## src/rtl/halut_result_collector.sv

```systemverilog
// Result collector behind the multi-decoder array: buffers the non-stallable FP32 row stream
// in a FIFO, re-emits it on valid/ready, checks row ordering and counts completed groups.
module halut_result_collector #(
    parameter int unsigned DecoderUnits = 16,
    parameter int unsigned FifoDepth    = 32,
    parameter int unsigned DecAddrWidth = $clog2(DecoderUnits),
    parameter int unsigned PtrWidth     = $clog2(FifoDepth)
) (
    input  logic                    clk_i,
    input  logic                    rst_i,
    input  logic                    valid_i,
    input  logic [DecAddrWidth-1:0] m_addr_i,
    input  logic [31:0]             result_i,
    input  logic                    clear_i,
    output logic                    out_valid_o,
    input  logic                    out_ready_i,
    output logic [31:0]             out_data_o,
    output logic [DecAddrWidth-1:0] out_m_addr_o,
    output logic                    out_last_o,
    output logic [PtrWidth:0]       fill_o,
    output logic [15:0]             groups_o,
    output logic                    overflow_o,
    output logic                    seq_err_o
);

    localparam logic [PtrWidth:0]       FULL_CNT = (PtrWidth+1)'(FifoDepth);
    localparam logic [PtrWidth:0]       ZERO_CNT = (PtrWidth+1)'(0);
    localparam logic [PtrWidth:0]       CNT_ONE  = (PtrWidth+1)'(1);
    localparam logic [PtrWidth-1:0]     PTR_ONE  = PtrWidth'(1);
    localparam logic [PtrWidth-1:0]     PTR_ZERO = PtrWidth'(0);
    localparam logic [DecAddrWidth-1:0] LAST_ROW = DecAddrWidth'(DecoderUnits - 1);
    localparam logic [DecAddrWidth-1:0] ADDR_ONE = DecAddrWidth'(1);
    localparam logic [DecAddrWidth-1:0] ADDR_ZERO = DecAddrWidth'(0);

    logic [31:0]             data_mem_r [FifoDepth];
    logic [DecAddrWidth-1:0] addr_mem_r [FifoDepth];

    logic [PtrWidth-1:0]     wr_ptr_r;
    logic [PtrWidth-1:0]     rd_ptr_r;
    logic [PtrWidth:0]       cnt_r;
    logic [DecAddrWidth-1:0] exp_r;
    logic [15:0]             groups_r;
    logic                    overflow_r;
    logic                    seq_err_r;

    logic full_s;
    logic pop_s;
    logic push_s;
    logic drop_s;
    logic last_in_s;
    logic mismatch_s;

    // Handshake decode; a full FIFO still accepts when the head retires in the same cycle
    always_comb begin
        full_s     = (cnt_r == FULL_CNT);
        pop_s      = (cnt_r != ZERO_CNT) & out_ready_i;
        push_s     = valid_i & (~full_s | pop_s);
        drop_s     = valid_i & full_s & ~pop_s;
        last_in_s  = (m_addr_i == LAST_ROW);
        mismatch_s = valid_i & (m_addr_i != exp_r);
    end

    // Pointer and occupancy tracking
    always_ff @(posedge clk_i or posedge rst_i) begin
        if (rst_i) begin
            wr_ptr_r <= PTR_ZERO;
            rd_ptr_r <= PTR_ZERO;
            cnt_r    <= ZERO_CNT;
        end else if (clear_i) begin
            wr_ptr_r <= PTR_ZERO;
            rd_ptr_r <= PTR_ZERO;
            cnt_r    <= ZERO_CNT;
        end else begin
            if (push_s) begin
                wr_ptr_r <= wr_ptr_r + PTR_ONE;
            end
            if (pop_s) begin
                rd_ptr_r <= rd_ptr_r + PTR_ONE;
            end
            case ({push_s, pop_s})
                2'b10:   cnt_r <= cnt_r + CNT_ONE;
                2'b01:   cnt_r <= cnt_r - CNT_ONE;
                default: cnt_r <= cnt_r;
            endcase
        end
    end

    // Entry storage; contents are don't-care until written, so no reset
    always_ff @(posedge clk_i) begin
        if (push_s && !clear_i) begin
            data_mem_r[wr_ptr_r] <= result_i;
            addr_mem_r[wr_ptr_r] <= m_addr_i;
        end
    end

    // Sequence checker, group counter and sticky flags; dropped beats still resync the checker
    always_ff @(posedge clk_i or posedge rst_i) begin
        if (rst_i) begin
            exp_r      <= ADDR_ZERO;
            groups_r   <= 16'd0;
            overflow_r <= 1'b0;
            seq_err_r  <= 1'b0;
        end else if (clear_i) begin
            exp_r      <= ADDR_ZERO;
            groups_r   <= 16'd0;
            overflow_r <= 1'b0;
            seq_err_r  <= 1'b0;
        end else begin
            if (valid_i) begin
                exp_r <= m_addr_i + ADDR_ONE;
            end
            if (mismatch_s) begin
                seq_err_r <= 1'b1;
            end
            if (drop_s) begin
                overflow_r <= 1'b1;
            end
            if (push_s && last_in_s) begin
                groups_r <= groups_r + 16'd1;
            end
        end
    end

    assign out_valid_o  = (cnt_r != ZERO_CNT);
    assign out_data_o   = data_mem_r[rd_ptr_r];
    assign out_m_addr_o = addr_mem_r[rd_ptr_r];
    assign out_last_o   = out_valid_o & (addr_mem_r[rd_ptr_r] == LAST_ROW);
    assign fill_o       = cnt_r;
    assign groups_o     = groups_r;
    assign overflow_o   = overflow_r;
    assign seq_err_o    = seq_err_r;

endmodule
```

## config.mk

```make
export PLATFORM = sky130hd
export DESIGN_NAME = halut_result_collector
export DESIGN_NICKNAME = d
export VERILOG_FILES = /design/src/rtl/halut_result_collector.sv
export SDC_FILE = /design/constraint.sdc
export NUM_CORES = 1
export LEC_CHECK = 0
export BUFFER_PORTS_ARGS = -buffer_cell sky130_fd_sc_hd__buf_2
export CAP_MARGIN = 0
export CELL_PAD_IN_SITES_DETAIL_PLACEMENT = 2
export CELL_PAD_IN_SITES_GLOBAL_PLACEMENT = 2
export CORE_ASPECT_RATIO = 0.8
export CORE_MARGIN = 4
export CORE_UTILIZATION = 26
export CTS_CLUSTER_SIZE = 10
export DETAILED_ROUTE_END_ITERATION = 7
export HOLD_SLACK_MARGIN = 0.03
export PLACE_DENSITY = 0.47
export SETUP_SLACK_MARGIN = 0.2
export SLEW_MARGIN = 30
export SYNTH_ARGS = -nofsm -noshare
export SYNTH_HDL_FRONTEND = slang
export SYNTH_SLANG_ARGS = --single-unit
```

## constraint.sdc

```tcl
create_clock -name clk_i -period 2.93 [get_ports clk_i]
set_input_delay 0.1465 -clock clk_i [delete_from_list [all_inputs] [get_ports clk_i]]
set_output_delay 0.1465 -clock clk_i [all_outputs]
set_load 0.005 [all_outputs]
```

==> results.json <==
{
  "grt_pass1_wl_um": 197000,
  "path_class": "reg -> out",
  "worstPathMaxFanout": 7,
  "dieArea_mm2": 0.183,
  "gp_congestion": 0.699,
  "cts_tree": "built",
  "tns_ns": -9.26,
  "finalCritPeriodShare": 1.11,
  "htreeDepth": 4,
  "fp.dieW_um": 477,
  "crit_chain": "buf_12 > buf_12 > buf_16 > mux4_2 > mux4_2 > nand2_2 > nand2_4 > buf_6",
  "place_ws_ns": 0.0165,
  "grt_pass1_vias": 24928,
  "fillers": 16914,
  "cp_slowest_stage_delay_ns": 0.52,
  "clkTransAtPathRegs_ns": 0.05,
  "synth_top_family_by_area": "multiplexers",
  "slew_headroom": 0.393,
  "drtIter0Drc": 1904,
  "viasPerCell": 4.75,
  "fin_skew_ns": 0.0241,
  "seqCellArea_mm2": 0.0356,
  "cts_made_buffers": 141,
  "place_hpwl_um": 78600,
  "drive_gt1_frac": 0.392,
  "syn_area_mm2": 0.0458,
  "yosys.area_share.xor_xnor": 0.00516,
  "syn-num-nets": 2054,
  "ys_warn_count": 0,
  "synth-compound-area-share": 0.00912,
  "crit_required_ns": 2.78,
  "synthSimpleGateAreaFrac": 0.0226,
  "grt.met1_usage": 0.211,
  "stdcell_count": 4762,
  "grtUsageMet3": 0.0285,
  "critPathBufInv": 4,
  "slowest_stage": "mux4_2",
  "drtPass1Iterations": 5,
  "initial_core_util": 0.262,
  "io_buffers": 102,
  "routed_wl_um": 140000,
  "nets": 2478,
  "outcome": "complete, but fails checks",
  "violations": "negative setup slack",
  "placed_cells": 4456,
  "avgSynthCellArea_um2": 22.9,
  "synthMuxAreaShare": 0.175,
  "multi_input_area_mm2": 0.0104,
  "slew_violations": 0,
  "clk_latency_ns": 0.77,
  "synth-adder-area-share": 0.00273,
  "vias": 22600,
  "synth-seq-area-share": 0.776,
  "cts_sinks": 1190,
  "drv_cap": 0,
  "worst_pin_slew_ns": 0.908,
  "ir_drop_mv": 0.552,
  "grt_busiest_layer": "met2",
  "ctsRootBufferMaster": "clkbuf_16",
  "synth_cells": 2003,
  "grt_setup_unrepaired": "true",
  "timing.hold.ws_ns": 0.430,
  "critPathCaptureType": "output pin",
  "core_area_mm2": 0.175,
  "use_met2": 0.250,
  "grt_max_degree": 44,
  "start_kind": "register",
  "crit_family": "multiplexers",
  "finalHoldViolCount": 0,
  "setup_viol": 37,
  "power-per-cell-area_mw_per_mm2": 770,
  "die_h_um": 383,
  "fin_crit_ns": 3.26,
  "clock_path_buffers": 3,
  "final.setup.worst_slack_ns": -0.326,
  "p_leak_uw": 0.0179,
  "synth_cell_types": 48,
  "antenna_found_initial": 5,
  "wl_per_cell_um": 29.5,
  "grt-ovfl-total": 0,
  "drc_errors": 0,
  "rows": 137,
  "grt_use_total": 0.152,
  "antenna_violating_nets_post_route": 0,
  "timing.fmax_mhz": 307,
  "ys_ff_latch": 1190,
  "synthToLayoutAreaGrowth_pct": 25.8,
  "pin_count": 103,
  "worstHoldPathType": "in -> reg",
  "critical_path_arrival_ns": 3.11
}
[worst paths after layout]
kind | from | endpoint | slack, ns | depth (start not counted)
max | rd_ptr_r[0]$_DFFE_PP0P_ | out_data_o[31] | -0.33 | 8
min | result_i[5] | data_mem_r[2][5]$_DFFE_PP_ | 0.43 | 2
max reg2reg | fill_o[3]$_DFFE_PP0P_ | fill_o[4]$_DFFE_PP0P_ | 0.07 | 11
min reg2reg | overflow_o$_DFFE_PP0P_ | overflow_o$_DFFE_PP0P_ | 0.51 | 2
max in group asynchronous | rst_i | groups_o[11]$_DFFE_PP0P_ | 1.62 | 5
min in group asynchronous | rst_i | overflow_o$_DFFE_PP0P_ | 0.55 | 4
[synthesized netlist by cell type (all sizes together)]
master | number | share of area
a211o | 1 | 0.00019
a211oi | 8 | 0.0013
a21oi | 19 | 0.0021
a221o | 1 | 0.00025
a22o | 5 | 0.00096
a22oi | 2 | 0.00033
a31oi | 1 | 0.00046
and2 | 1 | 0.00016
and3 | 3 | 0.00041
and3b | 1 | 0.00027
and4 | 1 | 0.00019
buf | 51 | 0.0048
clkbuf | 52 | 0.0043
dfrtp | 38 | 0.021
edfxtp | 1152 | 0.76
ha | 10 | 0.0027
inv | 7 | 0.00057
mux2 | 1 | 0.00025
mux2i | 23 | 0.0050
mux4 | 345 | 0.17
nand2 | 119 | 0.0098
nand2b | 1 | 0.00014
nand3 | 9 | 0.00098
nand3b | 4 | 0.00066
nand4 | 9 | 0.0012
nor2 | 71 | 0.0058
nor2b | 4 | 0.00055
nor3 | 2 | 0.00022
nor3b | 1 | 0.00016
o211a | 1 | 0.00022
o21ai | 7 | 0.00076
o221ai | 7 | 0.0013
o22ai | 2 | 0.00027
o31ai | 2 | 0.00033
o41a | 1 | 0.00027
o41ai | 1 | 0.00036
or2 | 1 | 0.00014
or3 | 9 | 0.0013
or3b | 1 | 0.00019
or4 | 2 | 0.00041
xnor2 | 13 | 0.0025
xor2 | 14 | 0.0027
[logic make-up (layout without fill, tap and decap cells)]
kind of cell	after synthesis	after routing
fa+ha+maj	10	10
mux	369	369
flops	1190	1190
buf+inv	110	572
other cells	0	4
simple gates	239	239
xor+xnor	27	27
compound gates	58	58
[layer usage]
layer / up-vias / share of wire / wire length [µm]
met5: - / 0.000093 / 13
met4: 2 / 0.016 / 2210
met3: 167 / 0.041 / 5770
met2: 477 / 0.49 / 68600
met1: 12681 / 0.45 / 63800
li1: 9273 / - / -
[where the power goes]
group	internal, µW	leakage (µW)	switching (µW)	total [µW]
Combinational	5520	0.00511	4270	9790
Sequential	18800	0.0109	78.3	18900
Clock	9010	0.00193	6680	15700
[layout by cell type, fill, tap and decap left out, types with 9 or more instances in the layout]
| master | count |
|---|---|
| nor2_1 | 36 |
| buf_4 | 81 |
| mux2i_1 | 23 |
| mux4_2 | 345 |
| a21oi_1 | 14 |
| dlygate4sd3_1 | 49 |
| buf_16 | 31 |
| nand4_1 | 9 |
| buf_6 | 39 |
| nand2_1 | 66 |
| buf_12 | 86 |
| dfrtp_1 | 33 |
| xor2_1 | 14 |
| xnor2_1 | 13 |
| clkbuf_1 | 13 |
| nand3_1 | 9 |
| nand2_2 | 43 |
| buf_2 | 85 |
| edfxtp_1 | 1152 |
| nor2_4 | 33 |
| nand2_4 | 10 |
| clkbuf_16 | 152 |
[stage by stage]
| step | instance area [µm²] | total power [µW] | utilization |
|---|---|---|---|
| final | 57600 | 44400 | 0.330 |
| after global routing | 57600 | 46400 | 0.330 |
| after CTS | 57000 | 44600 | 0.327 |
| after detailed placement | 51300 | 27000 | 0.294 |
| after global placement | 51000 | 26900 | 0.292 |
| after floorplan | 45800 | 24200 | - |
[registers in the layout, indices dropped and copies added (netlist names)]
signal and count:
data_mem_r 1024, addr_mem_r 128, groups_o 16, fill_o 6, rd_ptr_r 5, wr_ptr_r 5
exp_r 4, overflow_o 1, seq_err_o 1
[area by class of cell]
type,count,area share
Sequential cell,1190,0.617
Multi-Input combinational cell,703,0.180
Timing Repair Buffer,384,0.0835
Clock buffer,162,0.0646
Tap cell,2293,0.0498
Clock inverter,19,0.00426
Inverter,7,0.000456
Antenna cell,4,0.000174
[repair_timing]
action                                   CTS  global route
endpoints found under the setup margin   295           310
endpoints found under the hold margin   1228             0
pin swaps                                 15            10
gates cloned                              15             8
hold buffers                              49             0
buffers inserted                          28            21
gates resized for setup                  124            41
[worst register-to-register path: cells and delay by family, from the launching register on]
kind / cells / cell delay, ns
mux: 1 / 0.13
xor+xnor: 2 / 0.32
fa+ha+maj: 1 / 0.21
flops: 1 / 0.37
simple gates: 5 / 1.29
compound gates: 2 / 0.39
(Power assumes the default switching activity.)
